--- src/rtl/decrypt_word_packer_if.sv ---
// decrypt_word_packer_if
// Byte-in / word-out bundle between the decrypt pipe, the packer and the
// system-bus consumer. DEPTH must match the packer instance so that
// fill_level has the right width.
interface decrypt_word_packer_if #(
    parameter int DEPTH = 4
);
    localparam int FW = $clog2(DEPTH) + 1;

    // Byte stream from the decrypt pipe (no backpressure)
    logic          v;
    logic [7:0]    din;
    logic          flush;

    // Word stream towards the bus side
    logic          out_valid;
    logic          out_ready;
    logic [31:0]   out_data;
    logic [2:0]    out_bytes;

    // Status / control
    logic          overflow;
    logic          clr_ovf;
    logic [FW-1:0] fill_level;
    logic [15:0]   byte_cnt;

    // Packer side
    modport slave (
        input  v, din, flush, out_ready, clr_ovf,
        output out_valid, out_data, out_bytes, overflow, fill_level, byte_cnt
    );

    // Stimulus / system side
    modport master (
        output v, din, flush, out_ready, clr_ovf,
        input  out_valid, out_data, out_bytes, overflow, fill_level, byte_cnt
    );
endinterface

--- src/rtl/decrypt_word_packer.sv ---
// decrypt_word_packer
// Packs the decrypted byte stream into 32-bit words, buffers them in a small
// FIFO and presents them on a valid/ready port. The decrypt pipe cannot be
// stalled, so a word arriving at a full FIFO (without a coincident pop) is
// dropped and recorded in a sticky overflow flag.
//
// Optional feature macro: DECRYPT_PACK_BYTE_CNT_EN
//   defined     -> byte_cnt counts every accepted byte (v=1), wrapping at 16 bits
//   not defined -> byte_cnt is tied to zero, port list unchanged
module decrypt_word_packer #(
    parameter int DEPTH      = 4,     // FIFO entries, power of two, >= 2
    parameter bit BIG_ENDIAN = 1'b0   // 1: first byte lands in bits 31:24
) (
    input  logic                   clk,
    input  logic                   rst,
    decrypt_word_packer_if.slave   bus
);

    localparam int AW = $clog2(DEPTH);
    localparam int FW = AW + 1;

    // Pack state is the number of bytes already held in the pack register.
    typedef enum logic [1:0] {
        PK_EMPTY = 2'd0,
        PK_ONE   = 2'd1,
        PK_TWO   = 2'd2,
        PK_THREE = 2'd3
    } pack_state_e;

    pack_state_e    pack_cnt_q, pack_cnt_d;
    logic [31:0]    pack_q, pack_d;
    logic [31:0]    merged_word;
    logic [2:0]     eff_cnt;
    logic           push;
    logic [2:0]     push_bytes;

    // Word storage: small register file, head is read directly so a word
    // pushed on one edge is visible on the very next cycle.
    logic [31:0]    mem_data  [DEPTH];
    logic [2:0]     mem_bytes [DEPTH];

    logic [AW-1:0]  wr_ptr_q, wr_ptr_d;
    logic [AW-1:0]  rd_ptr_q, rd_ptr_d;
    logic [FW-1:0]  fill_q, fill_d;
    logic           out_valid_q;
    logic           overflow_q, overflow_d;
    logic           pop;
    logic           fifo_full;
    logic           accept;
    logic           drop;

    // ------------------------------------------------------------------
    // Lane merge: the incoming byte replaces the lane selected by the pack
    // count; lane k maps to bits 8k+7:8k (little) or 31-8k:24-8k (big).
    // Lanes not yet written are still zero because the pack register is
    // cleared whenever a word leaves it.
    // ------------------------------------------------------------------
    generate
        for (genvar gi = 0; gi < 4; gi++) begin : g_lane
            localparam int PL = BIG_ENDIAN ? (3 - gi) : gi;
            assign merged_word[8*PL +: 8] =
                (bus.v && (pack_cnt_q == 2'(gi))) ? bus.din : pack_q[8*PL +: 8];
        end
    endgenerate

    // Bytes that would be in the word if it left on this edge.
    assign eff_cnt    = {1'b0, pack_cnt_q} + {2'b00, bus.v};
    assign push_bytes = eff_cnt;

    // Pack FSM next state: a fourth byte or a flush with pending bytes
    // sends the word; a flush alone plus a fourth byte pushes only once.
    always_comb begin
        push       = 1'b0;
        pack_cnt_d = pack_cnt_q;
        pack_d     = pack_q;

        if (eff_cnt == 3'd4) begin
            push = 1'b1;
        end else if (bus.flush && (eff_cnt != 3'd0)) begin
            push = 1'b1;
        end

        if (push) begin
            pack_cnt_d = PK_EMPTY;
            pack_d     = '0;
        end else if (bus.v) begin
            pack_cnt_d = pack_state_e'(pack_cnt_q + 2'd1);
            pack_d     = merged_word;
        end
    end

    // FIFO control: a push is accepted when there is room or when the head
    // leaves on the same edge; otherwise it is dropped and flagged.
    always_comb begin
        pop        = out_valid_q && bus.out_ready;
        fifo_full  = (fill_q == FW'(DEPTH));
        accept     = push && (!fifo_full || pop);
        drop       = push && fifo_full && !pop;

        wr_ptr_d   = wr_ptr_q;
        rd_ptr_d   = rd_ptr_q;
        fill_d     = fill_q;
        overflow_d = overflow_q;

        if (accept) begin
            wr_ptr_d = wr_ptr_q + AW'(1);
        end
        if (pop) begin
            rd_ptr_d = rd_ptr_q + AW'(1);
        end

        case ({accept, pop})
            2'b10:   fill_d = fill_q + FW'(1);
            2'b01:   fill_d = fill_q - FW'(1);
            default: fill_d = fill_q;
        endcase

        // A new drop takes priority over a clear in the same cycle.
        if (drop) begin
            overflow_d = 1'b1;
        end else if (bus.clr_ovf) begin
            overflow_d = 1'b0;
        end
    end

    // Pack and FIFO control registers; reset discards everything at once.
    always_ff @(posedge clk or posedge rst) begin
        if (rst) begin
            pack_cnt_q  <= PK_EMPTY;
            pack_q      <= '0;
            wr_ptr_q    <= '0;
            rd_ptr_q    <= '0;
            fill_q      <= '0;
            out_valid_q <= 1'b0;
            overflow_q  <= 1'b0;
        end else begin
            pack_cnt_q  <= pack_cnt_d;
            pack_q      <= pack_d;
            wr_ptr_q    <= wr_ptr_d;
            rd_ptr_q    <= rd_ptr_d;
            fill_q      <= fill_d;
            out_valid_q <= (fill_d != '0);
            overflow_q  <= overflow_d;
        end
    end

    // Word storage write; contents need no reset since the head is masked
    // whenever the FIFO is empty.
    always_ff @(posedge clk) begin
        if (accept) begin
            mem_data[wr_ptr_q]  <= merged_word;
            mem_bytes[wr_ptr_q] <= push_bytes;
        end
    end

`ifdef DECRYPT_PACK_BYTE_CNT_EN
    logic [15:0] byte_cnt_q;

    // Running count of every byte seen from the decrypt pipe, dropped or not.
    always_ff @(posedge clk or posedge rst) begin
        if (rst) begin
            byte_cnt_q <= '0;
        end else if (bus.v) begin
            byte_cnt_q <= byte_cnt_q + 16'd1;
        end
    end

    assign bus.byte_cnt = byte_cnt_q;
`else
    assign bus.byte_cnt = '0;
`endif

    assign bus.out_valid  = out_valid_q;
    assign bus.out_data   = out_valid_q ? mem_data[rd_ptr_q]  : '0;
    assign bus.out_bytes  = out_valid_q ? mem_bytes[rd_ptr_q] : '0;
    assign bus.overflow   = overflow_q;
    assign bus.fill_level = fill_q;

endmodule

--- src/flat_wrapper.sv ---
// flat-port wrapper written by rule: the top's interface ports become plain ports
module decrypt_word_packer_flat 
#(
    parameter int DEPTH      = 4,                                        
    parameter bit BIG_ENDIAN = 1'b0                                       
)
  (clk, rst, bus_v, bus_din, bus_flush, bus_out_ready, bus_clr_ovf, bus_out_valid, bus_out_data, bus_out_bytes, bus_overflow, bus_fill_level, bus_byte_cnt);
  decrypt_word_packer_if #(.DEPTH(DEPTH)) bus_i ();
  input  logic clk;
  input  logic rst;
  input wire logic [$bits(bus_i.v)-1:0] bus_v;
  input wire logic [$bits(bus_i.din)-1:0] bus_din;
  input wire logic [$bits(bus_i.flush)-1:0] bus_flush;
  input wire logic [$bits(bus_i.out_ready)-1:0] bus_out_ready;
  input wire logic [$bits(bus_i.clr_ovf)-1:0] bus_clr_ovf;
  output wire logic [$bits(bus_i.out_valid)-1:0] bus_out_valid;
  output wire logic [$bits(bus_i.out_data)-1:0] bus_out_data;
  output wire logic [$bits(bus_i.out_bytes)-1:0] bus_out_bytes;
  output wire logic [$bits(bus_i.overflow)-1:0] bus_overflow;
  output wire logic [$bits(bus_i.fill_level)-1:0] bus_fill_level;
  output wire logic [$bits(bus_i.byte_cnt)-1:0] bus_byte_cnt;
  assign bus_i.v = bus_v;
  assign bus_i.din = bus_din;
  assign bus_i.flush = bus_flush;
  assign bus_i.out_ready = bus_out_ready;
  assign bus_i.clr_ovf = bus_clr_ovf;
  assign bus_out_valid = bus_i.out_valid;
  assign bus_out_data = bus_i.out_data;
  assign bus_out_bytes = bus_i.out_bytes;
  assign bus_overflow = bus_i.overflow;
  assign bus_fill_level = bus_i.fill_level;
  assign bus_byte_cnt = bus_i.byte_cnt;
  decrypt_word_packer #(.DEPTH(DEPTH), .BIG_ENDIAN(BIG_ENDIAN)) u_core (.clk(clk), .rst(rst), .bus(bus_i));
endmodule
--- config.mk ---
export PLATFORM = sky130hd
export DESIGN_NAME = decrypt_word_packer_flat
export DESIGN_NICKNAME = d
export VERILOG_FILES = /design/src/rtl/decrypt_word_packer_if.sv /design/src/rtl/decrypt_word_packer.sv /design/src/flat_wrapper.sv
export SDC_FILE = /design/constraint.sdc
export NUM_CORES = 1
export LEC_CHECK = 0
export ABC_AREA = 0
export CAP_MARGIN = 0
export CORE_UTILIZATION = 45
export CTS_CLUSTER_DIAMETER = 60
export DETAILED_ROUTE_END_ITERATION = 10
export PLACE_DENSITY = 0.67
export SYNTH_ARGS = -nofsm -noshare
export SYNTH_HDL_FRONTEND = slang
export SYNTH_SLANG_ARGS = --single-unit
--- constraint.sdc ---
create_clock -name clk -period 3.01 [get_ports clk]
set_input_delay 0.903 -clock clk [delete_from_list [all_inputs] [get_ports clk]]
set_output_delay 0.903 -clock clk [all_outputs]
set_load 0.03 [all_outputs]
# After elaboration in Yosys (flattened, before gate mapping)
# Memories as Yosys holds them, arrays and structs flattened.
# Cells that the tools add are included.
[classes]
n_div = 0
n_reduce_logical = 17
shifts = 0
magnitude_cmp = 0
eq_ne = 7
addsub = 6
mux = 17
n_bitwise = 0
multipliers = 0
[op_table]
columns = ["op", "n"]
rows = [
  ["$mux 32", 3],
  ["$mux 8", 4],
  ["$logic_and 1x1->1", 9],
  ["$add 2x1->2 const B", 3],
  ["$eq 2x2->1 const B", 3],
  ["$eq 3x3->1 const B", 2],
  ["$mux 1", 6],
  ["$pmux 3 s2", 1],
  ["$reduce_bool 3->1", 2],
  ["$eq 2x1->1 const B", 2],
  ["$mux 2", 2],
  ["$reduce_bool 2->1", 2],
  ["$add 2x1->3", 1],
  ["$add 3x1->3 const B", 1],
  ["$mux 3", 1],
  ["$sub 3x1->3 const B", 1],
  ["$logic_not 1->1", 2],
  ["$logic_not 2->1", 1],
  ["$logic_or 1x1->1", 1],
]
[totals]
elab_cells = 56
input_bits = 14
mem_count = 2
ram_bits = 140
rom_bits = 0
register_bits = 43
latch_bits = 0
[memory_table]
columns = ["name", "depth", "width", "rd", "rd_clocked_by_memory_dff", "write_ports", "line", "rtl"]
rows = [
  ["u_core.mem_data", 4, 32, 1, 0, 1, "decrypt_word_packer.sv:39", "logic [31:0] mem_data [DEPTH];"],
  ["u_core.mem_bytes", 4, 3, 1, 0, 1, "decrypt_word_packer.sv:40", "logic [2:0] mem_bytes [DEPTH];"],
]

# Longest topological paths before layout
# Gate-level depths: netlist of run 1.
[logic_depth]
ltp_word = 9
depth_mapped = 11
ltp_nobuf = 10

# Worst setup path after synthesis of run 1
# No wires, ideal clock.
[synth_path]
path_type = "input -> register"
from = "input port bus_v"
to = "memory u_core.mem_bytes[0][0] (enable)"
setup_slack_ps = -299
setup_ps = 396
cell_stages = 5
required_ps = 2614
n_path_buf = 0
arrival_ps = 2914
path_cell_list = "ha_1 -> ha_1 -> or3b_4 -> nand2_2 -> and3_1"
[synth_via]
elab_chain_cells = 8
[synth_lines]
columns = ["item", "line", "rtl"]
rows = [
  ["start: declaration", "flat_wrapper.sv:11", "input wire logic [$bits(bus_i.v)-1:0] bus_v;"],
  ["$add 2x1->3 (*)", "decrypt_word_packer.sv:67", "assign eff_cnt = {1'b0, pack_cnt_q} + {2'b00, bus.v};"],
  ["via u_core.eff_cnt[1]", "decrypt_word_packer.sv:33", "logic [2:0] eff_cnt;"],
  ["$reduce_bool 3->1", "decrypt_word_packer.sv:79", "end else if (bus.flush && (eff_cnt != 3'd0)) begin"],
  ["$logic_and 1x1->1", "decrypt_word_packer.sv:79", ""],
  ["$mux 1", "decrypt_word_packer.sv:79", ""],
  ["$mux 1 (*)", "decrypt_word_packer.sv:77", "if (eff_cnt == 3'd4) begin"],
  ["$logic_and 1x1->1 (*)", "decrypt_word_packer.sv:97", "accept = push && (!fifo_full || pop);"],
  ["$mux 1 (*)", "decrypt_word_packer.sv:150", "if (accept) begin"],
  ["$mux 1 (implied by the code) (*)", "decrypt_word_packer.sv:152", "mem_bytes[wr_ptr_q] <= push_bytes;"],
  ["end: declaration", "decrypt_word_packer.sv:40", ""],
]
# Mark *: on every way through the listed nets, which the timed path passes. The rest lies on a longest branch.

# Worst setup path after layout of run 1
[layout_path]
from = "input port bus_v"
to = "register u_core.out_valid_q (netlist: u_core.bus.out_valid)"
[layout_via]
elab_chain_cells = 9
[layout_lines]
columns = ["item", "line", "rtl"]
rows = [
  ["$add 2x1->3 (*)", "decrypt_word_packer.sv:67", ""],
  ["via u_core.eff_cnt[1]", "decrypt_word_packer.sv:33", ""],
  ["$reduce_bool 3->1", "decrypt_word_packer.sv:79", ""],
  ["$logic_and 1x1->1", "decrypt_word_packer.sv:79", ""],
  ["$mux 1", "decrypt_word_packer.sv:79", ""],
  ["$mux 1 (*)", "decrypt_word_packer.sv:77", ""],
  ["$logic_and 1x1->1 (*)", "decrypt_word_packer.sv:97", ""],
  ["$eq 2x1->1 or $eq 2x2->1 (tied branches)", "decrypt_word_packer.sv:112", "case ({accept, pop})"],
  ["$pmux 3 s2 (*)", "decrypt_word_packer.sv:112", ""],
  ["$reduce_bool 3->1 (*)", "decrypt_word_packer.sv:142", "out_valid_q <= (fill_d != '0);"],
  ["end signal: assignment", "decrypt_word_packer.sv:142", ""],
  ["end: declaration", "decrypt_word_packer.sv:45", "logic out_valid_q;"],
]
# Marked as above.
# A chain may end at the register's enable or synchronous reset.

==> results_tabular.tex, run 1 <==
\begin{tabular}{lr}
\hline
Metric & Value \\
\hline
\multicolumn{2}{l}{\textbf{Pwr}} \\
Sw Share & roughly 33\% \\
Sequential share of power & between 30 and 40\% \\
Largest vdd supply drop & 0.000647 V \\
Total internal power & 6.85 mW \\
Combinational Power Share & 41.5\% \\
Share of power burned in the clock network & between 20\% and 30\% \\
Lkg Pwr & approximately 3.5 nW \\
Total power density per cell area & $\sim$1100 mW/mm² \\
Switching power total & between 3 and 4 mW \\
Total Power Consumption & 10.3 mW \\
\multicolumn{2}{l}{\textbf{Routing}} \\
Number of DRC violations after detailed-routing iteration 0 & between 200 and 250 \\
Detailed-router iteration count before antenna repair & 4 \\
Wire length per cell & 19.3 µm \\
DRC violations left & 0 \\
Total detailed-routing wirelength & between 10,000 and 15,000 µm \\
Antenna Nets Post-Route & 0 \\
Mean number of vias per cell & roughly 5.2 \\
Vias after detailed routing & between 3,000 and 4,000 \\
\multicolumn{2}{l}{\textbf{GRT}} \\
First-pass GRT wire length & $\sim$22,000 µm \\
Total congestion overflow & 0 \\
Number of global-route vias before repair & 3,911 \\
Largest net degree at the start of global routing & 33 \\
Initial antenna violation count & 0 \\
GRT Util Overall & 17.3\% \\
\multicolumn{2}{l}{\textbf{Yosys}} \\
Synth Instances & 423 \\
Share of synthesized area occupied by flip-flops and latches & between 60\% and 70\% \\
Count of warnings emitted by yosys & 0 \\
Average cell area after synthesis & 18.0 µm² \\
Distinct cells, synth & 37 \\
Synthesized area & approximately 0.0076 mm² \\
Flop and latch count out of synthesis & 183 \\
\multicolumn{2}{l}{\textbf{Critical path}} \\
Sort of element at the start of the critical path & primary input \\
Worst R2R Start & u\_core.pack\_cnt\_q[0] \\
Worst r2r dst & u\_core.bus.out\_valid \\
Critical-path maximum fanout & 4 \\
Data required time of the critical path & 3.32 ns \\
Worst Reg2Reg Path Length in Cells & 10 \\
Critical path arrival & 3.21 ns \\
Crit Path Class & primary input to flop \\
Kind of capture point of the worst setup path & flop \\
Register-to-Register Setup Slack & 0.36 ns \\
\multicolumn{2}{l}{\textbf{Place}} \\
Total half-perimeter wirelength after legalization and detailed placement & slightly above 9000 µm \\
Placed instance count & 706 \\
Buffers added on ports & 53 \\
Gp weighted congestion & between 0.7 and 0.8 \\
\multicolumn{2}{l}{\textbf{Final layout}} \\
Nets & 530 \\
Antenna cell count & 0 \\
Post-route insts no fill & 738 \\
Most common cell after layout, fill and taps aside & edfxtp\_1 \\
Share of post-route cells with drive strength above 1 & around a third \\
Layout-stage area growth over the synthesis result & 21.0\% \\
Top library cells by usage in the layout, fill and taps aside & edfxtp\_1, and2\_1, buf\_4 \\
Core utilization of the finished layout & 55.7\% \\
\multicolumn{2}{l}{\textbf{STA}} \\
Slew at the pin closest to its max-slew limit & 0.507 ns \\
Highest achievable clock rate & 345 MHz \\
Normalized max-slew margin & about two thirds \\
Number of max-slew violations in the final report & 0 \\
Final period demand of the worst path & 2.90 ns \\
Setup violations, final & 0 \\
Clock Skews & 0.00798 ns \\
Crit share post-route & 96.3\% \\
Setup repair after global routing missed its margin & no \\
Final hold vios & 0 \\
\multicolumn{2}{l}{\textbf{Job}} \\
Number of max-capacitance violations reported & 0 \\
\multicolumn{2}{l}{\textbf{Clocking}} \\
Total clock buffers created by CTS & 17 \\
Buffer cell driving the clock tree root & clkbuf\_16 \\
Clock sink count & 183 \\
Htree depth & 4 \\
Clock slew at the register clock pins of the worst setup and hold paths & 0.07 ns \\
Number of hold buffers added after cts & 0 \\
TritonCTS clock tree & done \\
Number of buffers on the longest clock path & 2 \\
Insertion delay to the later sink of the worst-skew pair & 0.42 ns \\
\multicolumn{2}{l}{\textbf{Die}} \\
Initial Util & 46.0\% \\
Core region area & approximately 0.017 mm² \\
Die Outline Area & 0.0174 mm² \\
Boundary Pins & 70 \\
Chip height & 132 µm \\
Width of the die & 132 µm \\
Row Count & 47 \\
\multicolumn{2}{l}{\textbf{Worst hold path}} \\
Beginning of the worst hold path & u\_core.bus.overflow \\
Cells on Worst Hold Path & 2 \\
Hold Crit Endpoint & u\_core.bus.overflow \\
Type of the worst min-delay path & flop to flop \\
\multicolumn{2}{l}{\textbf{Status}} \\
Status & complete, no violations \\
\hline
\end{tabular}
==> synth_stat cells (all sizes together) <==
library cell / number / area, µm²
mux4: 35 / 788
conb: 1 / 3.75
o21a: 1 / 7.51
a2111oi: 1 / 8.76
mux2i: 3 / 30.0
clkbuf: 5 / 18.8
and3: 4 / 25.0
o211a: 1 / 10.0
dfrtp: 43 / 1080
inv: 8 / 30.0
o221ai: 1 / 8.76
o211ai: 1 / 7.51
ha: 10 / 125
fa: 1 / 20.0
nor4b: 1 / 8.76
nand3: 3 / 15.0
nand2: 9 / 38.8
o22ai: 2 / 12.5
and2: 70 / 440
xnor2: 5 / 43.8
nor4: 2 / 12.5
mux2: 33 / 372
o21ai: 2 / 10.0
a2bb2oi: 1 / 8.76
edfxtp: 140 / 4200
nand2b: 1 / 6.26
a21oi: 2 / 10.0
buf: 30 / 218
a22oi: 2 / 15.0
nand3b: 1 / 7.51
nor2: 3 / 11.3
or3b: 1 / 11.3
==> worst max-delay path, cell delays in order <==
cell and delay [ns]:
dlygate4sd2_1 0.28, ha_4 0.18, ha_4 0.21, or3b_4 0.37, nand3_2 0.08, inv_2 0.04, fa_1 0.49, nand2b_4 0.19
nor4b_2 0.25, mux2i_1 0.09, o211a_1 0.12
==> power groups by stage <==
| stage | logic, mW | clock network, mW | registers [mW] |
|---|---|---|---|
| 2_1_floorplan | 2.84 | 0 | 3.84 |
| 3_3_place_gp | 4.24 | 0 | 3.83 |
| 3_5_place_dp | 4.33 | 0 | 3.87 |
| 4_1_cts | 4.33 | 2.25 | 3.82 |
| 5_1_grt | 4.58 | 2.34 | 3.87 |
| 6_report | 4.27 | 2.21 | 3.82 |
==> repair_timing <==
| action | in CTS | in global routing |
|---|---|---|
| pin swaps | 0 | 0 |
| buffers inserted | 0 | 0 |
| cloned | 0 | 0 |
| gates resized for setup | 1 | 1 |
| endpoints found under the hold margin | 0 | 0 |
| setup endpoints to repair | 1 | 1 |
==> worst max path at each step <==
stage	from	slack [ns]	depth (start not counted)	endpoint
5_1_grt	u_core.rd_ptr_q[0]	0.04	4	bus_out_data[26]
3_5_place_dp	bus_v	-0.57	11	u_core.bus.out_valid
6_report	bus_v	0.11	11	u_core.bus.out_valid
2_1_floorplan	bus_v	-0.02	10	u_core.bus.out_valid
3_3_place_gp	bus_v	-0.49	11	u_core.bus.out_valid
4_1_cts	u_core.rd_ptr_q[0]	0.09	4	bus_out_data[26]
==> flip-flops by register name (all words and copies together) (netlist names), 2 cells and up <==
signal / cells
u_core.mem_data: 128
u_core.pack_q: 32
u_core.mem_bytes: 12
u_core.bus.fill_level: 3
u_core.pack_cnt_q: 2
u_core.rd_ptr_q: 2
u_core.wr_ptr_q: 2
==> routing by layer <==
metal	GRT usage, %	vias up	routed length (µm)
met1	23.3	1994	6590
met2	28.3	72	7090
met4	5.81	0	168
met5	0	-	0
li1	-	1728	-
met3	3.38	14	365
==> stage by stage <==
stage | hold slack, ns | area [µm²] | setup WS, ns | setup TNS, ns
floorplan | 0.512 | 7730 | -0.0181 | -0.0181
global placement | 0.523 | 8600 | -0.491 | -26.60
detailed placement | 0.528 | 8600 | -0.567 | -33.97
CTS | 0.539 | 9200 | 0.0851 | 0
global route | 0.575 | 9210 | 0.0380 | 0
finish | 0.533 | 9210 | 0.112 | 0
==> cells by family (layout without fill, tap and decap cells) <==
family          after synthesis  count (layout)  synth area share (%)
xor+xnor                      5               5                 0.576
fa+ha+maj                    11              11                  1.91
other cells                   1              16                0.0493
flops                       183             183                  69.4
compound gates               14              14                  1.30
simple gates                 95              95                  7.58
mux                          71              71                  15.6
buf+inv                      43             123                  3.50
==> cell type report <==
type | instances | area, µm²
fillers | 1273 | 7320
flip-flops and latches | 183 | 5280
multi-input cells | 212 | 2190
repair buffers | 83 | 830
clock buffers | 18 | 439
well taps | 220 | 275
clock inverters | 14 | 158
inverters | 8 | 30.0
No activity file was read; power rests on OpenSTA's default activity.
==> inputs of run 2 (changes only) <==
Settings changed: HOLD_SLACK_MARGIN set to 0.03.
==> results of run 2 <==
Same layout as run 1: the final DEF is identical, and so are final timing and power.
